**config.mk**
```make
export PLATFORM = sky130hd
export DESIGN_NAME = smartwatch_display_ctrl_flat
export DESIGN_NICKNAME = d
export VERILOG_FILES = /design/src/rtl/smartwatch_display_ctrl_pkg.sv /design/src/rtl/smartwatch_display_ctrl_if.sv /design/src/rtl/smartwatch_display_ctrl_tick_divider.sv /design/src/rtl/smartwatch_display_ctrl.sv /design/src/flat_wrapper.sv
export SDC_FILE = /design/constraint.sdc
export NUM_CORES = 1
export LEC_CHECK = 0
export CAP_MARGIN = 25
export CORE_ASPECT_RATIO = 1.4
export CORE_MARGIN = 2
export CORE_UTILIZATION = 45
export DETAILED_ROUTE_END_ITERATION = 8
export PLACE_DENSITY = 0.87
export SYNTH_ARGS = -nofsm -noshare
export SYNTH_HDL_FRONTEND = slang
export SYNTH_SLANG_ARGS = --single-unit
```
**constraint.sdc**
```tcl
create_clock -name clk -period 2.3 [get_ports clk]
set_input_delay 0.575 -clock clk [delete_from_list [all_inputs] [get_ports clk]]
set_output_delay 0.575 -clock clk [all_outputs]
set_load 0.03 [all_outputs]
```
**src/rtl/smartwatch_display_ctrl_pkg.sv**
```systemverilog
// Shared definitions for the smartwatch display controller.
// Holds the view/mode state encoding, the blank segment code and the
// number of multiplexed digits.
package smartwatch_pkg;

    typedef enum logic [2:0] {
        CLOCK     = 3'd0,
        STOPWATCH = 3'd1,
        SET_HOUR  = 3'd2,
        SET_MIN   = 3'd3,
        SET_SEC   = 3'd4
    } mode_t;

    localparam logic [6:0] SEG_BLANK  = 7'h7F;
    localparam int         NUM_DIGITS = 6;

    function automatic logic is_set(input mode_t m);
        return (m == SET_HOUR) || (m == SET_MIN) || (m == SET_SEC);
    endfunction

endpackage

```
**src/rtl/smartwatch_display_ctrl_if.sv**
```systemverilog
// Bundle of button inputs, digit codes and display/timekeeper outputs of
// the smartwatch display controller.
//   master: drives buttons and codes, observes display and pulses
//   slave : the controller itself
interface smartwatch_display_ctrl_if;
    logic        mode_btn;
    logic        set_btn;
    logic        inc_btn;
    logic [41:0] clk_codes;
    logic [13:0] sw_codes;
    logic [6:0]  seg;
    logic [5:0]  an;
    logic [2:0]  mode;
    logic        inc_hour;
    logic        inc_min;
    logic        inc_sec;
    logic        set_active;

    modport master (
        output mode_btn, set_btn, inc_btn, clk_codes, sw_codes,
        input  seg, an, mode, inc_hour, inc_min, inc_sec, set_active
    );

    modport slave (
        input  mode_btn, set_btn, inc_btn, clk_codes, sw_codes,
        output seg, an, mode, inc_hour, inc_min, inc_sec, set_active
    );
endinterface

```
**src/rtl/smartwatch_display_ctrl_tick_divider.sv**
```systemverilog
// Free-running modulo-DIV counter producing a one-cycle tick every DIV
// cycles (on the last count value).
//   clk, reset_n : clock, synchronous active-low reset
//   clr          : synchronously zeroes the count
//   tick         : high while the count is DIV-1
module tick_divider #(
    parameter int DIV = 2
) (
    input  logic clk,
    input  logic reset_n,
    input  logic clr,
    output logic tick
);
    localparam int CW = (DIV > 1) ? $clog2(DIV) : 1;

    logic [CW-1:0] cnt_q, cnt_d;

    assign tick = (cnt_q == CW'(DIV - 1));

    always_comb begin
        cnt_d = cnt_q + CW'(1);
        if (clr || tick) cnt_d = '0;
    end

    always_ff @(posedge clk) begin
        if (!reset_n) cnt_q <= '0;
        else          cnt_q <= cnt_d;
    end
endmodule

```
**src/rtl/smartwatch_display_ctrl.sv**
```systemverilog
// Smartwatch six-digit seven-segment display sequencer.
// A mode FSM selects clock / stopwatch / time-set view and emits increment
// pulses; a scan divider multiplexes per-digit codes onto one segment bus.
//   clk, reset_n : clock, synchronous active-low reset
//   bus (slave)  : buttons, clock/stopwatch codes in; seg, an, mode,
//                  inc_hour/min/sec, set_active out
module smartwatch_display_ctrl
    import smartwatch_pkg::*;
#(
    parameter int SCAN_DIV  = 50000,
    parameter int BLINK_DIV = 25000000
) (
    input  logic                     clk,
    input  logic                     reset_n,
    smartwatch_display_ctrl_if.slave bus
);
    mode_t       state_q, state_d;
    logic        inc_hour_q, inc_hour_d;
    logic        inc_min_q, inc_min_d;
    logic        inc_sec_q, inc_sec_d;
    logic        set_active_q;
    logic [2:0]  digit_q, digit_d;
    logic        blink_phase_q, blink_phase_d;
    logic [6:0]  seg_q, seg_d;
    logic [5:0]  an_q, an_d;
    logic        scan_tick, blink_tick, blink_clr;

    tick_divider #(.DIV(SCAN_DIV)) u_scan_div (
        .clk(clk), .reset_n(reset_n), .clr(1'b0), .tick(scan_tick)
    );

    tick_divider #(.DIV(BLINK_DIV)) u_blink_div (
        .clk(clk), .reset_n(reset_n), .clr(blink_clr), .tick(blink_tick)
    );

    // Mode FSM: mode_btn outranks set_btn, which outranks inc_btn.
    always_comb begin
        state_d    = state_q;
        inc_hour_d = 1'b0;
        inc_min_d  = 1'b0;
        inc_sec_d  = 1'b0;
        if (bus.mode_btn) begin
            state_d = (state_q == CLOCK) ? STOPWATCH : CLOCK;
        end else if (bus.set_btn) begin
            case (state_q)
                CLOCK:    state_d = SET_HOUR;
                SET_HOUR: state_d = SET_MIN;
                SET_MIN:  state_d = SET_SEC;
                SET_SEC:  state_d = CLOCK;
                default:  state_d = state_q;
            endcase
        end else if (bus.inc_btn) begin
            inc_hour_d = (state_q == SET_HOUR);
            inc_min_d  = (state_q == SET_MIN);
            inc_sec_d  = (state_q == SET_SEC);
        end
    end

    // Restart blinking on every entry into a set field so it shows at once.
    assign blink_clr = is_set(state_d) && (state_d != state_q);

    always_comb begin
        digit_d = digit_q;
        if (scan_tick) digit_d = (digit_q == 3'(NUM_DIGITS - 1)) ? 3'd0 : digit_q + 3'd1;
        blink_phase_d = blink_phase_q;
        if (blink_clr)       blink_phase_d = 1'b0;
        else if (blink_tick) blink_phase_d = ~blink_phase_q;
    end

    // Digit content for the currently scanned digit.
    always_comb begin
        seg_d = bus.clk_codes[7*int'(digit_q) +: 7];
        if (state_q == STOPWATCH) begin
            seg_d = SEG_BLANK;
            if (digit_q < 3'd2) seg_d = bus.sw_codes[7*int'(digit_q[0]) +: 7];
        end
        // Digit pair index: sec = 0, min = 1, hour = 2 (== 4 - state code).
        if (is_set(state_q) && blink_phase_q &&
            (digit_q[2:1] == 2'(3'd4 - 3'(state_q))))
            seg_d = SEG_BLANK;
        an_d = ~(6'b000001 << digit_q);
    end

    always_ff @(posedge clk) begin
        if (!reset_n) begin
            state_q       <= CLOCK;
            inc_hour_q    <= 1'b0;
            inc_min_q     <= 1'b0;
            inc_sec_q     <= 1'b0;
            set_active_q  <= 1'b0;
            digit_q       <= 3'd0;
            blink_phase_q <= 1'b0;
            seg_q         <= SEG_BLANK;
            an_q          <= 6'h3F;
        end else begin
            state_q       <= state_d;
            inc_hour_q    <= inc_hour_d;
            inc_min_q     <= inc_min_d;
            inc_sec_q     <= inc_sec_d;
            set_active_q  <= is_set(state_d);
            digit_q       <= digit_d;
            blink_phase_q <= blink_phase_d;
            seg_q         <= seg_d;
            an_q          <= an_d;
        end
    end

    assign bus.seg        = seg_q;
    assign bus.an         = an_q;
    assign bus.mode       = state_q;
    assign bus.inc_hour   = inc_hour_q;
    assign bus.inc_min    = inc_min_q;
    assign bus.inc_sec    = inc_sec_q;
    assign bus.set_active = set_active_q;
endmodule
```
**src/flat_wrapper.sv**
```systemverilog
// flat-port wrapper written by rule: the top's interface ports become plain ports
module smartwatch_display_ctrl_flat import smartwatch_pkg::*;
#(
    parameter int SCAN_DIV  = 50000,
    parameter int BLINK_DIV = 25000000
)
  (clk, reset_n, bus_mode_btn, bus_set_btn, bus_inc_btn, bus_clk_codes, bus_sw_codes, bus_seg, bus_an, bus_mode, bus_inc_hour, bus_inc_min, bus_inc_sec, bus_set_active);
  smartwatch_display_ctrl_if bus_i ();
  input  logic clk;
  input  logic reset_n;
  input wire logic [$bits(bus_i.mode_btn)-1:0] bus_mode_btn;
  input wire logic [$bits(bus_i.set_btn)-1:0] bus_set_btn;
  input wire logic [$bits(bus_i.inc_btn)-1:0] bus_inc_btn;
  input wire logic [$bits(bus_i.clk_codes)-1:0] bus_clk_codes;
  input wire logic [$bits(bus_i.sw_codes)-1:0] bus_sw_codes;
  output wire logic [$bits(bus_i.seg)-1:0] bus_seg;
  output wire logic [$bits(bus_i.an)-1:0] bus_an;
  output wire logic [$bits(bus_i.mode)-1:0] bus_mode;
  output wire logic [$bits(bus_i.inc_hour)-1:0] bus_inc_hour;
  output wire logic [$bits(bus_i.inc_min)-1:0] bus_inc_min;
  output wire logic [$bits(bus_i.inc_sec)-1:0] bus_inc_sec;
  output wire logic [$bits(bus_i.set_active)-1:0] bus_set_active;
  assign bus_i.mode_btn = bus_mode_btn;
  assign bus_i.set_btn = bus_set_btn;
  assign bus_i.inc_btn = bus_inc_btn;
  assign bus_i.clk_codes = bus_clk_codes;
  assign bus_i.sw_codes = bus_sw_codes;
  assign bus_seg = bus_i.seg;
  assign bus_an = bus_i.an;
  assign bus_mode = bus_i.mode;
  assign bus_inc_hour = bus_i.inc_hour;
  assign bus_inc_min = bus_i.inc_min;
  assign bus_inc_sec = bus_i.inc_sec;
  assign bus_set_active = bus_i.set_active;
  smartwatch_display_ctrl #(.SCAN_DIV(SCAN_DIV), .BLINK_DIV(BLINK_DIV)) u_core (.clk(clk), .reset_n(reset_n), .bus(bus_i));
endmodule
```
==> results of run 1 <==
## metal layers
layer | routed length [um] | up-vias | part of all wire, % | global-route usage, %
met5 | 0 | - | 0 | 0
met4 | 269 | 0 | 3.0 | 10.5
met3 | 338 | 26 | 3.8 | 4.54
met2 | 4920 | 96 | 55 | 42.0
met1 | 3390 | 1534 | 38 | 24.4
li1 | - | 1533 | - | -
## registers in the layout, summed over array words and instances (netlist names)
| register | flops |
|---|---|
| u_core.u_blink_div.cnt_q | 25 |
| u_core.u_scan_div.cnt_q | 16 |
| u_core.bus.seg | 7 |
| u_core.bus.an | 6 |
| u_core.bus.mode | 3 |
| u_core.digit_q | 3 |
| u_core.blink_phase_q | 1 |
| u_core.bus.inc_hour | 1 |
| u_core.bus.inc_min | 1 |
| u_core.bus.inc_sec | 1 |
| u_core.bus.set_active | 1 |
## layout make-up
type                       instances  area share [%]
clock buffer                      10            3.04
sequential                        65            28.8
clock inverter                     6            2.02
inverter                           9           0.746
tap                               97            2.68
multi-input combinational        275            42.4
timing repair buffer              94            20.3
## worst register-to-register path: stages, from the launching register on
cell	delay, ns
dfxtp_1	0.36
or4b_1	0.53
or4_1	0.67
or4_1	0.45
a21oi_1	0.13
## logic make-up (layout without fill, tap and decap cells)
kind of cell / count (synthesis) / after routing
AND/OR/NAND/NOR: 167 / 167
flip-flops: 65 / 65
AO/OA/AOI/OAI: 55 / 55
buffers and inverters: 30 / 119
XOR/XNOR: 25 / 25
multiplexers: 21 / 21
adder cells (fa/ha/maj): 7 / 7
## synthesized netlist by cell type (8+ instances only)
cell type and instances:
xor2_1 11, and2_1 12, nand3_1 22, or4_1 11
a21oi_1 9, inv_1 9, dfxtp_1 65, o31ai_1 8
clkbuf_1 15, nand4_1 11, nor2_1 36, xnor2_1 14
nor3_1 9, a211oi_1 13, o21ai_0 9, nand2_1 26
## metrics by stage
step / instance area [sq um] / hold slack [ns] / std cells
after global routing: 4530 / 0.502 / 556
after global placement: 4290 / 0.425 / 540
after detailed placement: 4290 / 0.455 / 540
final: 4530 / 0.458 / 556
after CTS: 4520 / 0.466 / 556
after floorplan: 3330 / 0.413 / 370
## what timing repair did
action                                  CTS  global route
endpoints found under the setup margin    0             2
resized for setup                         0             2
endpoints found under the hold margin     0             0
## how the worst max path moves through the flow
stage / cells after the start / to / startpoint
floorplan: 8 / u_core.u_blink_div.cnt_q[20]$_SDFF_PP0_ / u_core.bus.mode[0]$_SDFF_PN0_
global placement: 6 / u_core.u_blink_div.cnt_q[14]$_SDFF_PP0_ / bus_set_btn
detailed placement: 6 / u_core.u_blink_div.cnt_q[16]$_SDFF_PP0_ / bus_set_btn
CTS: 1 / bus_mode[2] / u_core.bus.mode[2]$_SDFF_PN0_
global route: 4 / u_core.digit_q[1]$_SDFFE_PN0P_ / u_core.u_scan_div.cnt_q[4]$_SDFF_PP0_
finish: 4 / u_core.digit_q[1]$_SDFFE_PN0P_ / u_core.u_scan_div.cnt_q[4]$_SDFF_PP0_
## power groups by stage
| stage | combinational (mW) | sequential (mW) | clock, mW |
|---|---|---|---|
| 3_3_place_gp | 0.313 | 1.21 | 0 |
| 4_1_cts | 0.326 | 1.19 | 1.11 |
| 2_1_floorplan | 0.122 | 1.23 | 0 |
| 3_5_place_dp | 0.325 | 1.21 | 0 |
| 6_report | 0.326 | 1.19 | 1.10 |
| 5_1_grt | 0.349 | 1.19 | 1.15 |
==> results.ini, run 1 <==
[timing]
finalCriticalPeriod_ns = 2.20
setup_viol = 0
slew_headroom_pct = 57.5
fmax_mhz = 455
finalCritPeriodShare_pct = 95.5
hold_viol = 0
fin_setup_tns_ns = 0
drv_slew = 0
setup_slack_ns = 0.104
rsz0062_at_grt = no
final.setup_skew_ns = 0.00738
tightestPinTransition_ns = 0.637

[synthesis]
yosys.area_share.simple_pct = 27.4
synthXorXnorAreaFrac_pct = 6.58
synth_mux_area_share_pct = 9.21
synth_edf_count = 0
yosys_warnings = 0
synthCells = 370
avgSynthCellArea_sq_um = 9.00
synth_area_sq_um = 3330
synthAdderAreaFrac_pct = 2.63
synth-seq-area-share_pct = 39.1
syn_nets = 438
post-synth-top-area-cell = dfxtp_1
ys_top_cells_by_area = dfxtp_1 39%, mux4_2 4.7%, nor2_1 4.1%
synth_seq_cells = 65
synth_cell_type_count = 44
synthFlopType = dfxtp_1
synth_compound_area_share_pct = 11.5
synth_top_family_by_area = simple AND/OR/NAND/NOR gates
synth_top_area_share_pct = 39.1
synthArstFlopShare_pct = 0

[place]
io_buffers = 80
gp_congestion = 0.881
pre_cts_slack_ns = 0.0877
dp_hpwl_um = 6750

[route]
drcViolationCount = 0
drtIter0Drc = 210
postRouteAntennaNets = 0
wl_per_cell_um = 16.0
drt_wl_total_um = 8920
detailroute.via_count = 3189
viasPerCell = 5.74
first_pass_iters = 4

[power]
peakVddDrop_mv = 0.601
p_leak_nw = 1.51
p_switching_uw = 623
switching_share_pct = 23.9
intPower_mw = 1.99
seqPwrFrac_pct = 45.5
power_mw = 2.61
p_clk_share_pct = 42.0
p_per_area_nw_per_um2 = 577
pwr-share-comb_pct = 12.5

[worst_setup_path]
cpMostUsedCell = or4_1
path_delay_family = simple AND/OR/NAND/NOR gates
crit_chain = or4b_1, or4_1, or4_1, a21oi_1
arrival_ns = 2.48
rr_startpoint = u_core.u_scan_div.cnt_q[4]$_SDFF_PP0_
critical_path.endpoint_type = flip-flop
crit_required_ns = 2.59
r2r_slack_ns = 0.10
crit_path_max_fanout = 7
path_buf_inv = 0
r2r_cells = 4
timing.rr.end = u_core.digit_q[1]$_SDFFE_PN0P_
start_kind = flip-flop
critPathKind = flip-flop to flip-flop
critPathMaxStageDelay_ns = 0.67
crit_slowest_cell = or4_1

[cts]
root_buffer = clkbuf_8
cts_hold_buffers = 0
cts_tree = built
cts_max_path_buffers = 2
clock_latency_ns = 0.35
cts_setup_buffers = 0
cts_inserted_buffers = 9
clkTransAtPathRegs_ns = 0.08
cts.htree.levels = 3
cts.sinks = 65

[layout]
multi_input_area_sq_um = 1920
syn_to_final_growth_pct = 36.0
mostFrequentLayoutCells = 80 x clkdlybuf4s50_1, 63 x dfxtp_1, 36 x nor2_1, 26 x nand2_1, 22 x nand3_1
final_core_util_pct = 62.3
regArea_sq_um = 1300
drive_gt1_share_pct = 11.5
diodes = 0
nets = 522
layout_commonest_cell = clkdlybuf4s50_1
fill_cells = 575

[global_routing]
grt_use_total_pct = 22.7
grt_pass1_vias = 3104
grt_pass1_wl_um = 14700
antenna_found_initial = 0
grt_max_degree = 27
grt_overflow_total = 0

[min_path]
hold_path.class = flip-flop to flip-flop
whs_endpoint = u_core.u_scan_div.cnt_q[0]$_SDFF_PP0_
holdCritStartpoint = u_core.u_scan_div.cnt_q[0]$_SDFF_PP0_
hold_path_depth = 1

[floorplanning]
io_pins = 81
start_util_pct = 45.8
core_area_sq_um = 7270
fp.dieH_um = 106
die_x_um = 76.7
dieArea_sq_um = 8110
placementRows = 37

[flow_run]
cap_violations = 0

[status]
run_status = completed

Note: power is estimated with default switching activity, not from simulation.
==> run 2, diff against run 1 <==
- CELL_PAD_IN_SITES_DETAIL_PLACEMENT: not set -> 0
- CELL_PAD_IN_SITES_GLOBAL_PLACEMENT: not set -> 1
- CORE_UTILIZATION: 45 -> 33
- PLACE_DENSITY: 0.87 -> 0.85
==> run 2 against run 1 <==
  * Flip-flop and latch count stayed put
  * Global-route usage is 6.1 points lower
  * Die area is 35% higher
  * Hold slack worse by 0.013 ns
  * Clock-buffer cell count stayed put
  * Clock skew is 0.0020 ns lower
  * Critical path depth stayed put
  * Largest power group is now the clock network
  * Cell count is 7.2% higher
  * Worst setup slack better by 0.031 ns
  * Critical endpoint unchanged
  * Total power is 11% higher
  * Cell area is 3.3% higher
  * Register-to-register slack better by 0.03 ns
==> results.ini, run 2 (same netlist as run 1, synthesis figures left out) <==
[layout]
diodes = 0  ; unchanged
layout_commonest_cell = clkdlybuf4s50_1
nets = 524  ; +0.38%
finish.instance_area_sq_um = 4680  ; +3.3%
syn_to_final_growth_pct = 40.5
mostFrequentLayoutCells = 80 x clkdlybuf4s50_1, 64 x dfxtp_1, 36 x nor2_1, 26 x nand2_1, 22 x nand3_1
drive_gt1_share_pct = 11.7  ; +0.17 points
regArea_sq_um = 1300  ; about the same
regMostFlops = u_core.u_blink_div.cnt_q
largest_register_ffs = 25  ; unchanged
multi_input_area_sq_um = 1920  ; unchanged
fill_cells = 921  ; +60%

[cts]
cts.htree.levels = 3  ; unchanged
root_buffer = clkbuf_16
clkTransAtPathRegs_ns = 0.06  ; -0.02 ns
cts_inserted_buffers = 9  ; unchanged
cts.sinks = 65  ; unchanged
cts_max_path_buffers = 2  ; unchanged
cts_tree = built
cts_hold_buffers = 0  ; unchanged
clock_latency_ns = 0.33  ; -0.02 ns

[floorplanning]
dieArea_sq_um = 10900  ; +35%
start_util_pct = 33.8  ; -12 points
die_x_um = 88.9  ; +16%
fp.dieH_um = 123  ; +16%
io_pins = 81  ; unchanged
placementRows = 43  ; +16%
core_area_sq_um = 9850  ; +35%

[timing]
rsz0062_at_grt = no
fin_setup_tns_ns = 0  ; unchanged
final.setup_skew_ns = 0.00541  ; -0.00197 ns
fmax_mhz = 462  ; +1.4%
drv_slew = 0  ; unchanged
whs_ns = 0.444  ; -0.0134 ns
slew_headroom_pct = 56.4  ; -1.1 points
finalCritPeriodShare_pct = 94.1  ; -1.3 points
hold_viol = 0  ; unchanged
setup_viol = 0  ; unchanged
finalCriticalPeriod_ns = 2.17  ; -0.0307 ns
tightestPinTransition_ns = 0.653  ; +0.0165 ns

[global_routing]
grt_overflow_total = 0  ; unchanged
grt_pass1_wl_um = 14300  ; -2.3%
grt_max_degree = 27  ; unchanged
grt_use_total_pct = 16.6  ; -6.1 points
grt_pass1_vias = 3188  ; +2.7%
antenna_found_initial = 0  ; unchanged

[worst_setup_path]
critical_path.endpoint_type = flip-flop
start_kind = flip-flop
crit_path_max_fanout = 7  ; unchanged
r2r_slack_ns = 0.14  ; +0.03 ns
critPathKind = flip-flop to flip-flop
crit_required_ns = 2.56  ; -0.03 ns
arrival_ns = 2.43  ; -0.05 ns

[power]
p_leak_nw = 1.56  ; +3.6%
seqPwrFrac_pct = 41.0  ; -4.5 points
peakVddDrop_mv = 0.352  ; -41%
p_switching_uw = 670  ; +7.6%
switching_share_pct = 23.2  ; -0.69 points
p_clk_share_pct = 47.6  ; +5.6 points
power_mw = 2.89  ; +11%
pwr-share-comb_pct = 11.3  ; -1.2 points
intPower_mw = 2.22  ; +12%
p_per_area_nw_per_um2 = 618  ; +7.2%

[route]
postRouteAntennaNets = 0  ; unchanged
drt_wl_total_um = 8450  ; -5.2%
wl_per_cell_um = 14.2  ; -12%
first_pass_iters = 4  ; unchanged
viasPerCell = 5.28  ; -8.0%
detailroute.via_count = 3144  ; -1.4%
drcViolationCount = 0  ; unchanged
drtIter0Drc = 104  ; -50%

[status]
run_status = completed

[place]
postPlaceCellArea_sq_um = 4370  ; +1.7%
io_buffers = 80  ; unchanged
dp_hpwl_um = 6440  ; -4.5%
gp_congestion = 0.790  ; -10%

[flow_run]
cap_violations = 0  ; unchanged

[min_path]
hold_path.class = flip-flop to flip-flop

==> run 2: worst paths after layout <==
check                                   startpoint                                     to  cells after the start
max reg2reg  u_core.u_scan_div.cnt_q[4]$_SDFF_PP0_         u_core.digit_q[1]$_SDFFE_PN0P_                      4
min          u_core.u_scan_div.cnt_q[0]$_SDFF_PP0_  u_core.u_scan_div.cnt_q[0]$_SDFF_PP0_                      1
min reg2reg  u_core.u_scan_div.cnt_q[0]$_SDFF_PP0_  u_core.u_scan_div.cnt_q[0]$_SDFF_PP0_                      1
max          u_core.u_scan_div.cnt_q[4]$_SDFF_PP0_         u_core.digit_q[1]$_SDFFE_PN0P_                      4
==> run 2: cell type report <==
type | instances | share of cell area (%)
Inverter | 9 | 0.722
Sequential cell | 65 | 27.8
Timing Repair Buffer | 96 | 20.2
Tap cell | 135 | 3.61
Clock inverter | 6 | 1.44
Multi-Input combinational cell | 275 | 41.1
Clock buffer | 10 | 5.11
==> run 2: what timing repair did <==
item / CTS / global route
buffers inserted: 0 / 0
endpoints found under the hold margin: 0 / 0
gates resized for setup: 0 / 1
endpoints found under the setup margin: 0 / 1
==> run 2: stage by stage <==
step / cells / setup slack (ns) / util, %
floorplan: 370 / 0.0351 / -
global route: 596 / 0.0440 / 47.5
global placement: 580 / 0.192 / 44.4
CTS: 596 / 0.134 / 47.5
detailed placement: 580 / 0.125 / 44.4
finish: 596 / 0.135 / 47.5
==> run 2: per-layer routing <==
| metal | global-route usage, % | routed length, um | up-vias |
|---|---|---|---|
| li1 | - | - | 1551 |
| met1 | 18.2 | 3340 | 1478 |
| met2 | 29.4 | 4410 | 90 |
| met3 | 3.63 | 453 | 25 |
| met4 | 8.43 | 244 | 0 |
| met5 | 0 | 0 | - |
==> run 2: worst max-delay path, stage by stage (launching register included) <==
cell and delay, ns:
dfxtp_1 0.36, or4b_1 0.52, or4_1 0.66, or4_1 0.44, a21oi_1 0.13
==> run 2: power groups by stage <==
stage / registers [mW] / clock network, mW / logic (mW)
2_1_floorplan: 1.23 / 0 / 0.122
3_3_place_gp: 1.21 / 0 / 0.322
3_5_place_dp: 1.21 / 0 / 0.330
4_1_cts: 1.19 / 1.41 / 0.330
5_1_grt: 1.19 / 1.46 / 0.357
6_report: 1.19 / 1.38 / 0.328
==> run 3, diff against run 2 <==
- CORE_UTILIZATION: 33 -> 25
- PLACE_DENSITY: 0.85 -> 0.7
==> run 3 against run 2 <==
  * Worst setup slack improved by 0.027 ns
  * Global-route usage decreased by 3.8 points
  * Total power decreased by 4.0%
  * Clock power decreased by 9%
  * Clock skew increased by 0.0013 ns
==> results.ini, run 3 (same netlist as run 1, synthesis figures left out) <==
[worst_setup_path]
start_kind = flip-flop
crit_slowest_cell = clkdlybuf4s50_1
critPathKind = flip-flop to output port
r2r_cells = 4  ; unchanged
crit_required_ns = 1.73  ; -0.83 ns
r2r_slack_ns = 0.19  ; +0.05 ns
timing.rr.end = u_core.digit_q[1]$_SDFFE_PN0P_
critical_path.endpoint_type = output port
path_delay_family = buffers and inverters
crit_chain = clkdlybuf4s50_1
rr_startpoint = u_core.u_scan_div.cnt_q[4]$_SDFF_PP0_
arrival_ns = 1.56  ; -0.87 ns
path_buf_inv = 1  ; +1
crit_path_max_fanout = 9  ; +2
critPathMaxStageDelay_ns = 0.74  ; +0.08 ns

[global_routing]
antenna_found_initial = 0  ; unchanged
grt_overflow_total = 0  ; unchanged
grt_use_total_pct = 12.8  ; -3.8 points
grt_pass1_vias = 3096  ; -2.9%
grt_max_degree = 27  ; unchanged
grt_pass1_wl_um = 14700  ; +2.4%

[floorplanning]
die_x_um = 102  ; +14%
io_pins = 81  ; unchanged
start_util_pct = 25.7  ; -8.1 points
core_area_sq_um = 12900  ; +31%
placementRows = 49  ; +14%
dieArea_sq_um = 14300  ; +31%
fp.dieH_um = 141  ; +14%

[cts]
cts_tree = built
cts_hold_buffers = 0  ; unchanged
clkTransAtPathRegs_ns = 0.05  ; about the same
root_buffer = clkbuf_16
cts.htree.levels = 3  ; unchanged
cts_max_path_buffers = 2  ; unchanged
clock_latency_ns = 0.33  ; about the same
cts_setup_buffers = 0  ; unchanged
cts.sinks = 65  ; unchanged
cts_inserted_buffers = 9  ; unchanged

[power]
p_switching_uw = 641  ; -4.3%
intPower_mw = 2.14  ; -3.9%
p_clk_share_pct = 45.4  ; -2.2 points
peakVddDrop_mv = 0.262  ; -26%
pwr-share-comb_pct = 11.9  ; +0.6 points
power_mw = 2.78  ; -4.0%
p_per_area_nw_per_um2 = 590  ; -4.6%
seqPwrFrac_pct = 42.7  ; +1.7 points
switching_share_pct = 23.1  ; -0.081 points
p_leak_nw = 1.56  ; -0.21%

[min_path]
hold_path_depth = 1  ; unchanged
hold_path.class = flip-flop to flip-flop
holdCritStartpoint = u_core.u_scan_div.cnt_q[0]$_SDFF_PP0_
whs_endpoint = u_core.u_scan_div.cnt_q[0]$_SDFF_PP0_

[layout]
regMostFlops = u_core.u_blink_div.cnt_q
mostFrequentLayoutCells = 80 x clkdlybuf4s50_1, 64 x dfxtp_1, 36 x nor2_1, 26 x nand2_1, 22 x nand3_1
fin_cells = 640  ; +7.4%
layout_commonest_cell = clkdlybuf4s50_1
drive_gt1_share_pct = 11.5  ; -0.24 points
syn_to_final_growth_pct = 41.4
largest_register_ffs = 25  ; unchanged
final_core_util_pct = 36.4  ; -11 points
nets = 525  ; +0.19%
diodes = 0  ; unchanged

[route]
postRouteAntennaNets = 0  ; unchanged
detailroute.via_count = 3088  ; -1.8%
first_pass_iters = 4  ; unchanged
wl_per_cell_um = 13.9  ; -2.0%
viasPerCell = 4.83  ; -8.5%
drt_wl_total_um = 8890  ; +5.3%
drcViolationCount = 0  ; unchanged
drtIter0Drc = 77  ; -26%

[flow_run]
cap_violations = 0  ; unchanged

[place]
dp_hpwl_um = 6650  ; +3.2%
gp_congestion = 0.772  ; -2.3%
io_buffers = 80  ; unchanged
dp_cells = 624  ; +7.6%

[status]
run_status = completed

[timing]
finalCriticalPeriod_ns = 2.14  ; -0.0269 ns
finalCritPeriodShare_pct = 93.0  ; -1.2 points
rsz0062_at_grt = no
fin_setup_tns_ns = 0  ; unchanged
slew_headroom_pct = 57.3  ; +0.91 points
fmax_mhz = 468  ; +1.3%
hold_viol = 0  ; unchanged
drv_slew = 0  ; unchanged
tightestPinTransition_ns = 0.640  ; -0.0132 ns
setup_viol = 0  ; unchanged
final.setup_skew_ns = 0.00672  ; +0.00131 ns

-- run 3: changes by cell type in the layout (fill, tap and decap cells not counted) --
cell and delta:
clkbuf_8 +1, clkinv_4 -2, clkinv_2 +2, buf_4 +1
clkbuf_1 +2, clkinvlp_4 -2, bufinv_16 -1
-- run 3: area by class of cell --
cell class	count	area, sq um
Clock buffer	13	260
Clock inverter	3	15.0
Fill cell	1289	8230
Inverter	9	33.8
Multi-Input combinational cell	275	1920
Sequential cell	65	1300
Tap cell	178	223
Timing Repair Buffer	97	953
-- run 3: worst max path at each step --
stage	end	start	slack, ns	depth (start not counted)
3_3_place_gp	u_core.u_blink_div.cnt_q[14]$_SDFF_PP0_	bus_set_btn	0.11	6
4_1_cts	u_core.u_blink_div.cnt_q[23]$_SDFF_PP0_	u_core.u_blink_div.cnt_q[15]$_SDFF_PP0_	0.15	4
3_5_place_dp	u_core.u_blink_div.cnt_q[14]$_SDFF_PP0_	bus_set_btn	0.06	6
6_report	bus_mode[1]	u_core.bus.mode[1]$_SDFF_PN0_	0.16	1
5_1_grt	u_core.u_blink_div.cnt_q[16]$_SDFF_PP0_	u_core.u_blink_div.cnt_q[0]$_SDFF_PP0_	0.02	5
2_1_floorplan	u_core.u_blink_div.cnt_q[20]$_SDFF_PP0_	u_core.bus.mode[0]$_SDFF_PN0_	0.04	8
-- run 3: layer usage --
metal  track usage [%]  vias up  wire (um)
li1                  -     1539          -
met1              13.8     1459       3590
met5                 0        -          0
met3              2.50       14        377
met2              23.3       76       4720
met4              6.12        0        208
-- run 3: timing repair --
item	4_1_cts	5_1_grt
resized for setup	0	1
hold endpoints to repair	0	0
endpoints found under the setup margin	0	2
-- run 3: metrics by stage --
stage	setup slack (ns)	hold slack [ns]	cell area (sq um)
3_3_place_gp	0.105	0.430	4430
5_1_grt	0.0171	0.460	4710
2_1_floorplan	0.0351	0.413	3330
4_1_cts	0.147	0.448	4700
6_report	0.162	0.443	4710
3_5_place_dp	0.0580	0.440	4430
-- run 3: power by group through the flow --
stage	Clock [mW]	Combinational [mW]	Sequential (mW)
after floorplan	0	0.122	1.23
after global placement	0	0.327	1.21
after detailed placement	0	0.332	1.21
after CTS	1.28	0.333	1.19
after global routing	1.33	0.357	1.19
final	1.26	0.331	1.19
==> variant (settings of run 2) <==
Make the reset (`reset_n`) asynchronous in 2 clocked blocks. Comments in the files are not updated.
--- a/src/rtl/smartwatch_display_ctrl_tick_divider.sv
+++ b/src/rtl/smartwatch_display_ctrl_tick_divider.sv
@@ -23,5 +23,5 @@
     end
 
-    always_ff @(posedge clk) begin
+    always_ff @(posedge clk or negedge reset_n) begin
         if (!reset_n) cnt_q <= '0;
         else          cnt_q <= cnt_d;
--- a/src/rtl/smartwatch_display_ctrl.sv
+++ b/src/rtl/smartwatch_display_ctrl.sv
@@ -82,5 +82,5 @@
     end
 
-    always_ff @(posedge clk) begin
+    always_ff @(posedge clk or negedge reset_n) begin
         if (!reset_n) begin
             state_q       <= CLOCK;
Function: differs if reset_n is asserted again (counterexample within 4 cycles, from zero or initial values and one cycle with reset_n low); with reset_n held inactive, the same outputs for 10 cycles.
==> variant against run 2 <==
Global-route usage decreased by 1.4 points. Worst setup slack got worse by 0.0083 ns. Critical endpoint is now bus_mode[1]. Synthesized area increased by 3.8%. Cell count decreased by 4.4%. Critical path type is now register to primary output. Sequential cell count unchanged. Cell area increased by 2.4%. Wire length decreased by 2.1%.
Power is not compared: it rests on default switching activity, and its combinational part moved more than twofold at a synthesized area within 25%.
==> variant: results (changes against run 2) <==
stage;metric;value;unit;change
min_path;worst hold path class;input pin to async pin;;
grt;initial antenna violation count;1;;+1
cells_and_area;fillers;969;;+5.2%
critical_path;worst reg2reg path startpoint;u_core.u_blink_div.cnt_q[0];;
timing;Final Hold Viols;0;;unchanged
critical_path;Slowest-stage cell, CP;clkdlybuf4s50_1;;
logic_synthesis;Yosys cell types;44;;unchanged
power;leakage;1.984;nW;
critical_path;CP top delay family;buffers and inverters;;
cells_and_area;share of cells above drive strength 1;0.1296;;+0.01249
critical_path;CP max FO;9;;+2
cells_and_area;flip-flop count of the largest register, all copies and words added;25;;unchanged
power;Psw;1.027;mW;
clocking;cts repair resizes;0;;unchanged
logic_synthesis;Synthesized Nets;405;;-7.5%
routing;vias per cell;4.951;;-6.1%
critical_path;worst reg-to-reg setup slack;0.34;ns;+0.21 ns
routing;WL final;8275;um;-2.1%
cells_and_area;nets;495;;-5.5%
timing;fmax;460.1;MHz;-0.38%
critical_path;Reg2Reg Depth;6;;+2
logic_synthesis;top area cells in the synthesized netlist;dfrtp_1, dfstp_2, xor2_1;;
routing;DR WL/cell;14.52;um;+2.4%
clocking;post-CTS setup buffers;0;;unchanged
placed_design;Post-DP HPWL;6202;um;-3.8%
clocking;clock insertion delay at the later pin of the skew report;0.34;ns;
logic_synthesis;register area share after synthesis;0.4752;;+0.08438
placed_design;post-place setup slack;0.03330;ns;-0.09122 ns
critical_path;Worst Path Arrival;1.60;ns;-0.83 ns
grt;total track usage;0.1518;;-0.01421
outcome;status;finished, final reports clean;;
critical_path;Critical Path Max Stage Delay;0.74;ns;+0.08 ns
logic_synthesis;main flop type after synthesis;dfrtp_1;;
grt;total grt overflow;0;;unchanged
grt;largest net degree at the start of global routing;55;;+100%
critical_path;critical path startpoint;u_core.bus.mode[1];;
placed_design;final weighted congestion in routability-driven placement;0.7988;;+1.1%
logic_synthesis;synthesized instance count;337;;-8.9%
logic_synthesis;top-area cell type share of the netlist area;0.3764;;-0.01443
placed_design;Port Buffers;80;;unchanged
logic_synthesis;synth cell count leaders;dfrtp_1, nor2_1, xor2_1;;
logic_synthesis;ys async rst share;1.000;;+1.000
grt;vias in the first global route;2982;;-6.5%
critical_path;CP endpoint;bus_mode[1];;
placed_design;area post-placement;0.004484;sq mm;+2.7%
placed_design;Placed Cells;554;;-4.5%
timing;Final Skew;0.007818;ns;+0.002404 ns
critical_path;critical setup path kind;register to primary output;;
grt;global-route wire length before repair;13780;um;-3.9%
routing;DRT iter0 DRCs;135;;+30%
clocking;H-tree depth;3;;unchanged
timing;worst-margin pin slew;0.6658;ns;+0.01263 ns
critical_path;reg-to-reg endpoint;u_core.u_blink_div.cnt_q[20];;
==> variant: cells by family after synthesis <==
group | count (synthesis) | synth area share
adder cells (fa/ha/maj) | 7 | 0.02533
AO/OA/AOI/OAI | 40 | 0.07709
AND/OR/NAND/NOR | 150 | 0.2305
XOR/XNOR | 39 | 0.09881
buffers and inverters | 22 | 0.02714
flip-flops | 65 | 0.4752
multiplexers | 14 | 0.06587
==> variant: cell type report <==
cell class	count	area, sq um	area share
flip-flops and latches	65	1643	0.3430
clock inverters	6	66.31	0.01385
well taps	138	172.7	0.03605
clock buffers	10	239.0	0.04990
multi-input cells	250	1720	0.3592
repair buffers	93	918.4	0.1917
inverters	8	30.03	0.006270
==> variant: worst min-delay path by stage <==
stage / slack (ns) / endpoint / from
2_1_floorplan: 0.28 / u_core.blink_phase_q / reset_n
6_report: 0.12 / u_core.u_blink_div.cnt_q[17] / reset_n
4_1_cts: 0.13 / u_core.u_blink_div.cnt_q[17] / reset_n
3_5_place_dp: 0.47 / u_core.u_blink_div.cnt_q[17] / reset_n
5_1_grt: 0.14 / u_core.u_blink_div.cnt_q[17] / reset_n
3_3_place_gp: 0.46 / u_core.u_scan_div.cnt_q[0] / u_core.u_scan_div.cnt_q[0]
==> variant: metal layers <==
layer  share of wire  vias up  global-route usage
li1                -     1378                   -
met1            0.39     1363              0.1663
met2            0.54       66              0.2840
met3           0.052       13             0.03193
met4           0.016        2             0.05701
met5          0.0016        -                   0
==> variant: power groups by stage <==
stage	combinational (mW)	sequential [mW]	clock, mW
floorplan	0.349	1.55	0
global placement	0.729	1.48	0
detailed placement	0.742	1.48	0
CTS	0.749	1.47	1.39
global route	0.819	1.49	1.44
finish	0.739	1.47	1.38
